==> src/rtl/updown_counter_param.sv <==
//-----------------------------------------------------------------------------
// Module   : updown_counter_param
// Purpose  : Parametrised up/down counter with count enable, synchronous
//            clamped parallel load, runtime wrap/saturate mode and a
//            combinational terminal-count flag. Optional sticky
//            overflow/underflow status flags.
// Revision : 1.0 - initial release
//-----------------------------------------------------------------------------
// Parameters
//   WIDTH      counter width in bits (2..32)
//   MAX_VAL    highest count value, modulus minus 1 (1..2**WIDTH-1)
//   RESET_VAL  value of q after reset (0..MAX_VAL)
//
// Ports
//   clk        in   1      clock, rising edge
//   rst        in   1      asynchronous active-low reset
//   en         in   1      count enable
//   load       in   1      synchronous load, priority over en
//   load_val   in   WIDTH  load value, clamped to MAX_VAL
//   up_down    in   1      1 = count up, 0 = count down
//   sat        in   1      1 = saturate at end points, 0 = wrap
//   q          out  WIDTH  registered count
//   tc         out  1      terminal count (combinational from q, up_down)
//   clr_flags  in   1      synchronous clear of ovf/unf     (UDC_STATUS_EN)
//   ovf        out  1      sticky overflow flag             (UDC_STATUS_EN)
//   unf        out  1      sticky underflow flag            (UDC_STATUS_EN)
//
// Build option
//   UDC_STATUS_EN  define to build the ovf/unf/clr_flags ports and flag flops.
//-----------------------------------------------------------------------------
`default_nettype none

module updown_counter_param #(
  parameter int unsigned      WIDTH     = 8,
  parameter logic [WIDTH-1:0] MAX_VAL   = {WIDTH{1'b1}},
  parameter logic [WIDTH-1:0] RESET_VAL = '0
) (
  input  logic             clk,
  input  logic             rst,
  input  logic             en,
  input  logic             load,
  input  logic [WIDTH-1:0] load_val,
  input  logic             up_down,
  input  logic             sat,
  output logic [WIDTH-1:0] q,
`ifdef UDC_STATUS_EN
  input  logic             clr_flags,
  output logic             ovf,
  output logic             unf,
`endif
  output logic             tc
);

  localparam logic [WIDTH-1:0] c_ONE  = {{(WIDTH-1){1'b0}}, 1'b1};
  localparam logic [WIDTH-1:0] c_ZERO = '0;

  // Elaboration-time guard against illegal configurations.
  generate
    if ((WIDTH < 2) || (WIDTH > 32) || (MAX_VAL == c_ZERO) || (RESET_VAL > MAX_VAL)) begin : g_bad_param
      $error("updown_counter_param: illegal WIDTH/MAX_VAL/RESET_VAL");
    end
  endgenerate

  logic [WIDTH-1:0] r_q;
  logic [WIDTH-1:0] w_q_next;
  logic [WIDTH-1:0] w_load_clamped;
  logic             w_at_max;
  logic             w_at_zero;

  assign w_at_max  = (r_q == MAX_VAL);
  assign w_at_zero = (r_q == c_ZERO);

  // Out-of-range load values are clamped so q never exceeds MAX_VAL.
  assign w_load_clamped = (load_val > MAX_VAL) ? MAX_VAL : load_val;

  // End points are detected before any arithmetic, so the +1/-1 never needs
  // to produce a value outside 0..MAX_VAL and the adder stays WIDTH bits.
  always_comb begin
    w_q_next = r_q;
    if (load) begin
      w_q_next = w_load_clamped;
    end else if (en) begin
      if (up_down) begin
        if (w_at_max) begin
          w_q_next = sat ? MAX_VAL : c_ZERO;
        end else begin
          w_q_next = r_q + c_ONE;
        end
      end else begin
        if (w_at_zero) begin
          w_q_next = sat ? c_ZERO : MAX_VAL;
        end else begin
          w_q_next = r_q - c_ONE;
        end
      end
    end
  end

  always_ff @(posedge clk or negedge rst) begin
    if (!rst) begin
      r_q <= RESET_VAL;
    end else begin
      r_q <= w_q_next;
    end
  end

  assign q  = r_q;

  // Independent of en/load/sat so it can feed the en of a cascaded stage.
  assign tc = (up_down & w_at_max) | (~up_down & w_at_zero);

`ifdef UDC_STATUS_EN
  logic r_ovf;
  logic r_unf;
  logic w_ovf_evt;
  logic w_unf_evt;

  assign w_ovf_evt = en & ~load &  up_down & w_at_max;
  assign w_unf_evt = en & ~load & ~up_down & w_at_zero;

  // A set event on the same edge as clr_flags wins, so no event is lost.
  always_ff @(posedge clk or negedge rst) begin
    if (!rst) begin
      r_ovf <= 1'b0;
      r_unf <= 1'b0;
    end else begin
      if (w_ovf_evt) begin
        r_ovf <= 1'b1;
      end else if (clr_flags) begin
        r_ovf <= 1'b0;
      end
      if (w_unf_evt) begin
        r_unf <= 1'b1;
      end else if (clr_flags) begin
        r_unf <= 1'b0;
      end
    end
  end

  assign ovf = r_ovf;
  assign unf = r_unf;
`endif

endmodule

`default_nettype wire

==> config.mk <==
export PLATFORM = sky130hd
export DESIGN_NAME = updown_counter_param
export DESIGN_NICKNAME = d
export VERILOG_FILES = /design/src/rtl/updown_counter_param.sv
export SDC_FILE = /design/constraint.sdc
export NUM_CORES = 1
export LEC_CHECK = 0
export ABC_AREA = 0
export BUFFER_PORTS_ARGS = -buffer_cell sky130_fd_sc_hd__buf_2
export CAP_MARGIN = 20
export CORE_MARGIN = 2
export CORE_UTILIZATION = 53
export CTS_BUF_LIST = sky130_fd_sc_hd__clkbuf_8
export CTS_CLUSTER_SIZE = 8
export DETAILED_ROUTE_END_ITERATION = 16
export GPL_TIMING_DRIVEN = 0
export PLACE_DENSITY = 0.9
export SLEW_MARGIN = 20
export SYNTH_ARGS = -nofsm -noshare
export SYNTH_HDL_FRONTEND = slang
export SYNTH_SLANG_ARGS = --single-unit
==> constraint.sdc <==
create_clock -name clk -period 2.8 [get_ports clk]
set_clock_uncertainty 0.15 [all_clocks]
set_input_delay 0.56 -clock clk [delete_from_list [all_inputs] [get_ports clk]]
set_output_delay 0.56 -clock clk [all_outputs]
set_load 0.01 [all_outputs]
==> results of run 1 <==
cell usage after synthesis (2+ instances only):
master	count
sky130_fd_sc_hd__o22ai_1	4
sky130_fd_sc_hd__nand2_1	9
sky130_fd_sc_hd__nor4b_1	2
sky130_fd_sc_hd__xnor2_1	2
sky130_fd_sc_hd__ha_1	3
sky130_fd_sc_hd__a31o_2	2
sky130_fd_sc_hd__nand4_1	2
sky130_fd_sc_hd__inv_1	5
sky130_fd_sc_hd__a21oi_1	6
sky130_fd_sc_hd__o31ai_1	3
sky130_fd_sc_hd__o21ai_0	6
sky130_fd_sc_hd__nor3_1	3
sky130_fd_sc_hd__nor2_1	7
sky130_fd_sc_hd__and3_1	2
sky130_fd_sc_hd__buf_2	4
sky130_fd_sc_hd__clkbuf_1	3
sky130_fd_sc_hd__dfrtp_1	8
sky130_fd_sc_hd__nand3_1	4
power breakdown:
part	internal, mW	switching [mW]
logic	0.0670	0.0882
clock network	0.0928	0.0420
registers	0.129	0.0197
total	0.288	0.150
kinds of logic (layout without fill, tap and decap cells):
kind of cell               after synthesis  after routing  share of synthesized area [%]
buffers and inverters                   14             37                           7.95
AOI/OAI and AO/OA                       35             35                           31.0
adders and majority gates                3              3                           4.59
DFF                                      8              8                           24.5
xor gates and xnor gates                 3              3                           3.21
muxes                                    2              2                           2.60
and+or+nand+nor                         37             37                           26.1
metal layers:
metal  vias up  routed length [um]  global-route usage, %
met1       440                 912                   34.1
met5         -                   0                      0
met2        32                1050                   37.9
met4         0                  27                   11.5
met3         3                  86                   3.83
li1        432                   -                      -
stage by stage:
step | hold WS, ns | instances
after floorplan | 0.114 | 102
after global placement | 0.253 | 138
after detailed placement | 0.257 | 138
after CTS | 0.0183 | 141
after global routing | 0.0237 | 141
final | 0.0148 | 141
path summary, 6_finish.rpt:
path	from	end
worst max-delay path	q[0]	tc
worst min-delay path	rst	q[5]
worst max register to register	q[0]	q[5]
worst min register to register	q[7]	q[7]
max in group asynchronous	rst	q[3]
min in group clk	load_val[3]	q[3]
final cells by class:
type | instances | area [um^2] | area share, %
Sequential cell | 8 | 200 | 20.3
Multi-Input combinational cell | 80 | 559 | 56.7
Clock buffer | 3 | 41.3 | 4.19
Buffer | 9 | 46.3 | 4.70
Tap cell | 16 | 20.0 | 2.03
Inverter | 5 | 18.8 | 1.90
Timing Repair Buffer | 20 | 100 | 10.2
cells in the final DEF, fill, tap and decap left out, types with 2 or more instances in the layout:
master	netlist	final
sky130_fd_sc_hd__a21oi_1	6	6
sky130_fd_sc_hd__nor3_1	3	3
sky130_fd_sc_hd__o22ai_1	4	4
sky130_fd_sc_hd__clkbuf_8	0	3
sky130_fd_sc_hd__buf_2	4	24
sky130_fd_sc_hd__nand4_1	2	2
sky130_fd_sc_hd__xnor2_1	2	2
sky130_fd_sc_hd__o21ai_0	6	6
sky130_fd_sc_hd__a31o_2	2	2
sky130_fd_sc_hd__clkbuf_1	3	3
sky130_fd_sc_hd__dfrtp_1	8	8
sky130_fd_sc_hd__inv_1	5	5
sky130_fd_sc_hd__ha_1	3	3
sky130_fd_sc_hd__nand2_1	9	9
sky130_fd_sc_hd__nand3_1	4	4
sky130_fd_sc_hd__and3_1	2	2
sky130_fd_sc_hd__o31ai_1	3	3
sky130_fd_sc_hd__nor2_1	7	7
==> metrics.json, run 1 <==
{
  "run_status": "finished, final reports clean",
  "slew_limit_headroom_pct": 67.3,
  "setup-tns-final_ns": 0,
  "grt_start_max_net_pins": 11,
  "timing.fmax_ghz": 0.382,
  "post-layout-total-power_mw": 0.438,
  "worstSetupPathType": "reg -> out",
  "timing.critical_path.slowest_stage_cell": "sky130_fd_sc_hd__dfrtp_1",
  "drt.antenna.violating_nets": 0,
  "syn-num-nets": 119,
  "reg2regPathDepth": 7,
  "critPathCaptureType": "primary output",
  "num_vias": 907,
  "ir_worst_vdd_uv": 367,
  "num_rows": 14,
  "synth.cell_area_um2": 818,
  "path_clk_slew_ns": 0.04,
  "synthesis_stage_register_bit_count": 8,
  "mean_number_of_vias_per_cell": 6.43,
  "finalHoldViolCount": 0,
  "first_pass_iters": 4,
  "layout_setup_ws_ns": 0.180,
  "post_synth_num_cell_types": 45,
  "grt_first_pass_wirelength_um": 3530,
  "cts_hold_buffers_added": 0,
  "number_of_flip_flops_in_the_largest_register": 8,
  "final.min_clock_period_ns": 2.62,
  "wl_per_cell_um": 14.7,
  "worstSetupStartpointType": "flop",
  "die_w_um": 43.3,
  "cts_tree": "done",
  "drt_wl_total_um": 2080,
  "port-buffer-count": 20,
  "final-setup-viol-count": 0,
  "critical_path.cell_chain": "inv_1, ha_1, nor4b_2, nand2_1, o21ai_0, buf_2",
  "die-height_um": 43.3,
  "synth_top_area_share_pct": 24.5,
  "async_flop_share_pct": 100,
  "insertion_delay_ns": 0.23,
  "slowest_delay_ns": 0.48,
  "start_util_pct": 55.6,
  "arr_time_crit_path_ns": 1.91,
  "post-dp-hpwl_um": 1570,
  "holdCritPathClass": "in -> async",
  "cts-root-to-sink-buffers": 2,
  "maxSlewViolCount": 0,
  "ff2ff_setup_slack_ns": 0.51,
  "grt.total_usage_pct": 24.8,
  "critical_path_fanouts_max": 9,
  "synth.avg_cell_area_um2": 8.02,
  "net_count_of_the_finished_layout": 144,
  "worst-path-buf-inv": 2,
  "post_synthesis_cell_count": 102,
  "ys_top_cells_by_area": "sky130_fd_sc_hd__dfrtp_1 (24%), sky130_fd_sc_hd__ha_1 (4.6%), sky130_fd_sc_hd__nand2_1 (4.1%)",
  "post_synth_edffs": 0,
  "grt_setup_unrepaired": "false",
  "pre_cts_ws_ns": 0.378,
  "routability_congestion": 0.829,
  "critical_path_required_ns": 2.09,
  "most_instantiated_flip_flop_cell_in_the_synthesis_netlist": "sky130_fd_sc_hd__dfrtp_1",
  "cp.depth": 6,
  "cts-resized-gates": 0,
  "design.core.area_um2": 1470,
  "power.static_leakage_nw": 0.434,
  "final_layout_size_suffix_gt1_share_pct": 28.0,
  "finalInstanceArea_um2": 986,
  "powerDensity_nw_per_um2": 445,
  "die_area_um2": 1870,
  "finalCoreUtilization_pct": 67.0,
  "drt_iter0_markers": 19,
  "clock_root_cell": "sky130_fd_sc_hd__clkbuf_8",
  "route.detailed.drc": 0,
  "min_period_over_period_pct": 93.6,
  "fillerInstances": 122,
  "critPathTopFamily": "flip-flops",
  "synth-seq-area-share_pct": 24.5,
  "antenna-diode-count": 0,
  "post_cts_setup_buffers": 0,
  "io-pin-count": 23,
  "place_area_um2": 938,
  "yosys_warnings": 0,
  "number_of_maximum_capacitance_constraint_violations": 0,
  "clock-sinks": 8,
  "cts_buf_count": 3,
  "grt_pass1_vias": 821,
  "antenna_found_initial": 0,
  "worst-slew-pin-transition_ns": 0.487,
  "netlist.top_cell.by_area": "sky130_fd_sc_hd__dfrtp_1",
  "cts_htree_levels": 1,
  "flow.area_growth_from_synthesis_pct": 20.5,
  "globalRouteOverflowTotal": 0
}
(Power assumes the default switching activity.)
==> inputs of run 2 (changes only) <==
- REMOVE_ABC_BUFFERS: not set -> 1
==> metrics.json, run 2 (same netlist as run 1, synthesis figures left out) <==
{
  "run_status": {"value": "finished, final reports clean", "change": "unchanged"},
  "maxSlewViolCount": {"value": 0, "change": "unchanged"},
  "insertion_delay": {"value": 0.22, "unit": "ns", "change": "was 0.23 ns"},
  "hold_ws": {"value": 0.0197, "unit": "ns", "change": "was 0.0148 ns"},
  "power.static_leakage": {"value": 0.415, "unit": "nW", "change": "was 0.434 nW"},
  "final-setup-viol-count": {"value": 0, "change": "unchanged"},
  "critical_path_required": {"value": 2.09, "unit": "ns", "change": "about the same"},
  "io-pin-count": {"value": 23, "change": "unchanged"},
  "min_period_over_period": {"value": 93.2, "unit": "%", "change": "was 93.6%"},
  "worst-slew-pin-transition": {"value": 0.487, "unit": "ns", "change": "about the same"},
  "cts_buf_count": {"value": 3, "change": "unchanged"},
  "clock_root_cell": {"value": "sky130_fd_sc_hd__clkbuf_8", "change": "unchanged"},
  "drt.antenna.violating_nets": {"value": 0, "change": "unchanged"},
  "final.min_clock_period": {"value": 2.61, "unit": "ns", "change": "was 2.62 ns"},
  "critPathCaptureType": {"value": "primary output", "change": "unchanged"},
  "grt.total_usage": {"value": 23.6, "unit": "%", "change": "was 24.8%"},
  "flow.area_growth_from_synthesis": {"value": 16.1, "unit": "%", "change": "was 20.5%"},
  "critical_path_fanouts_max": {"value": 9, "change": "unchanged"},
  "num_vias": {"value": 855, "change": "was 907"},
  "die_area": {"value": 1870, "unit": "um^2", "change": "unchanged"},
  "finalHoldViolCount": {"value": 0, "change": "unchanged"},
  "slew_limit_headroom": {"value": 67.3, "unit": "%", "change": "about the same"},
  "route.detailed.drc": {"value": 0, "change": "unchanged"},
  "worstSetupPathType": {"value": "reg -> out", "change": "unchanged"},
  "source_of_the_worst_register_to_register_timing_path": {"value": "q[0]", "change": "unchanged"},
  "grt_first_pass_wirelength": {"value": 3390, "unit": "um", "change": "was 3530 um"},
  "holdCritPathClass": {"value": "in -> async", "change": "unchanged"},
  "fillerInstances": {"value": 131, "change": "was 122"},
  "drt_iter0_markers": {"value": 22, "change": "was 19"},
  "cts_htree_levels": {"value": 1, "change": "unchanged"},
  "register_area": {"value": 200, "unit": "um^2", "change": "unchanged"},
  "globalRouteOverflowTotal": {"value": 0, "change": "unchanged"},
  "design.core.area": {"value": 1470, "unit": "um^2", "change": "unchanged"},
  "grt_setup_unrepaired": {"value": "false", "change": "unchanged"},
  "antenna-diode-count": {"value": 0, "change": "unchanged"},
  "layout.cells.most_common_list": {"value": "sky130_fd_sc_hd__buf_2 (22), sky130_fd_sc_hd__nand2_1 (9), sky130_fd_sc_hd__dfrtp_1 (8)", "change": "was sky130_fd_sc_hd__buf_2 (24), sky130_fd_sc_hd__nand2_1 (9), sky130_fd_sc_hd__dfrtp_1 (8)"},
  "grt_pass1_vias": {"value": 797, "change": "was 821"},
  "final_common_cell": {"value": "sky130_fd_sc_hd__buf_2", "change": "unchanged"},
  "timing.fmax": {"value": 0.383, "unit": "GHz", "change": "was 0.382 GHz"},
  "worstSetupStartpointType": {"value": "flop", "change": "unchanged"},
  "path_clk_slew": {"value": 0.04, "unit": "ns", "change": "about the same"},
  "routability_congestion": {"value": 0.806, "change": "was 0.829"},
  "wl_per_cell": {"value": 15.6, "unit": "um", "change": "was 14.7 um"},
  "die-height": {"value": 43.3, "unit": "um", "change": "unchanged"},
  "r2r_end": {"value": "q[5]", "change": "unchanged"},
  "reg2regPathDepth": {"value": 7, "change": "unchanged"},
  "multi_input_comb_area": {"value": 559, "unit": "um^2", "change": "unchanged"},
  "ir_worst_vdd": {"value": 344, "unit": "uV", "change": "was 367 uV"},
  "powerDensity": {"value": 451, "unit": "nW/um^2", "change": "was 445 nW/um^2"},
  "final_layout_size_suffix_gt1_share": {"value": 27.1, "unit": "%", "change": "was 28.0%"},
  "first_pass_iters": {"value": 4, "change": "unchanged"},
  "net_count_of_the_finished_layout": {"value": 137, "change": "was 144"},
  "die_w": {"value": 43.3, "unit": "um", "change": "unchanged"},
  "post-dp-hpwl": {"value": 1380, "unit": "um", "change": "was 1570 um"},
  "grt_start_max_net_pins": {"value": 19, "change": "was 11"},
  "port-buffer-count": {"value": 22, "change": "was 20"},
  "number_of_flip_flops_in_the_largest_register": {"value": 8, "change": "unchanged"},
  "num_rows": {"value": 14, "change": "unchanged"},
  "drt_wl_total": {"value": 2100, "unit": "um", "change": "was 2080 um"},
  "mean_number_of_vias_per_cell": {"value": 6.38, "change": "was 6.43"},
  "clock-sinks": {"value": 8, "change": "unchanged"},
  "setup-tns-final": {"value": 0, "unit": "ns", "change": "unchanged"},
  "arr_time_crit_path": {"value": 1.90, "unit": "ns", "change": "was 1.91 ns"},
  "cts-root-to-sink-buffers": {"value": 2, "change": "unchanged"},
  "cts_tree": {"value": "done", "change": "unchanged"},
  "ff2ff_setup_slack": {"value": 0.47, "unit": "ns", "change": "was 0.51 ns"},
  "antenna_found_initial": {"value": 0, "change": "unchanged"},
  "number_of_maximum_capacitance_constraint_violations": {"value": 0, "change": "unchanged"},
  "start_util": {"value": 55.6, "unit": "%", "change": "unchanged"}
}
[run 2: cell types whose count changed in the layout (fill, tap and decap cells not counted), sizes merged]
cell	change
clkbuf	-3
buf	-4
[run 2: worst max-delay path by stage]
| stage | from | endpoint | slack (ns) | cells past startpoint |
|---|---|---|---|---|
| 2_1_floorplan | q[0] | tc | 0.68 | 5 |
| 3_3_place_gp | q[0] | tc | 0.43 | 6 |
| 3_5_place_dp | q[0] | tc | 0.40 | 6 |
| 4_1_cts | q[0] | tc | 0.04 | 6 |
| 6_report | q[0] | tc | 0.19 | 6 |
| 5_1_grt | q[1] | tc | 0.06 | 6 |
[run 2: metal layers]
metal / up-vias / share of wire [%] / track usage, %
li1: 423 / - / -
met1: 404 / 44 / 28.3
met2: 26 / 52 / 42.7
met3: 2 / 3.6 / 3.83
met4: 0 / 0.38 / 6.67
met5: - / 0 / 0
[run 2: metrics by stage]
stage | instances | setup slack [ns] | util (%) | area [um^2] | power, mW
final | 134 | 0.190 | 64.5 | 950 | 0.428
after global routing | 134 | 0.0625 | 64.5 | 950 | 0.453
after CTS | 134 | 0.0386 | 64.1 | 943 | 0.427
after detailed placement | 131 | 0.395 | 61.3 | 902 | 0.288
after global placement | 131 | 0.428 | 61.3 | 902 | 0.283
after floorplan | 93 | 0.678 | - | 772 | 0.238
[run 2: worst max-delay path, cell delays in order (launching register included)]
cell,delay [ns]
sky130_fd_sc_hd__dfrtp_1,0.47
sky130_fd_sc_hd__inv_1,0.13
sky130_fd_sc_hd__ha_1,0.27
sky130_fd_sc_hd__nor4b_2,0.36
sky130_fd_sc_hd__nand2_1,0.10
sky130_fd_sc_hd__o21ai_0,0.15
sky130_fd_sc_hd__buf_2,0.20
[run 2: what timing repair did]
item,4_1_cts,5_1_grt
endpoints found under the hold margin,0,0
hold buffers,0,0
resized for setup,0,1
setup buffers,0,0
endpoints found under the setup margin,0,1
[run 2: area by class of cell]
cell class	instances	area share (%)
Clock buffer	3	4.35
Inverter	5	1.98
Multi-Input combinational cell	80	58.9
Sequential cell	8	21.1
Tap cell	16	2.11
Timing Repair Buffer	22	11.6
[run 2: report_power, final]
part | leakage [nW] | switching (mW) | total, mW | internal [mW]
sequential | 0.0929 | 0.0379 | 0.166 | 0.128
clock | 0.0216 | 0.0419 | 0.135 | 0.0928
combinational | 0.301 | 0.0680 | 0.127 | 0.0593
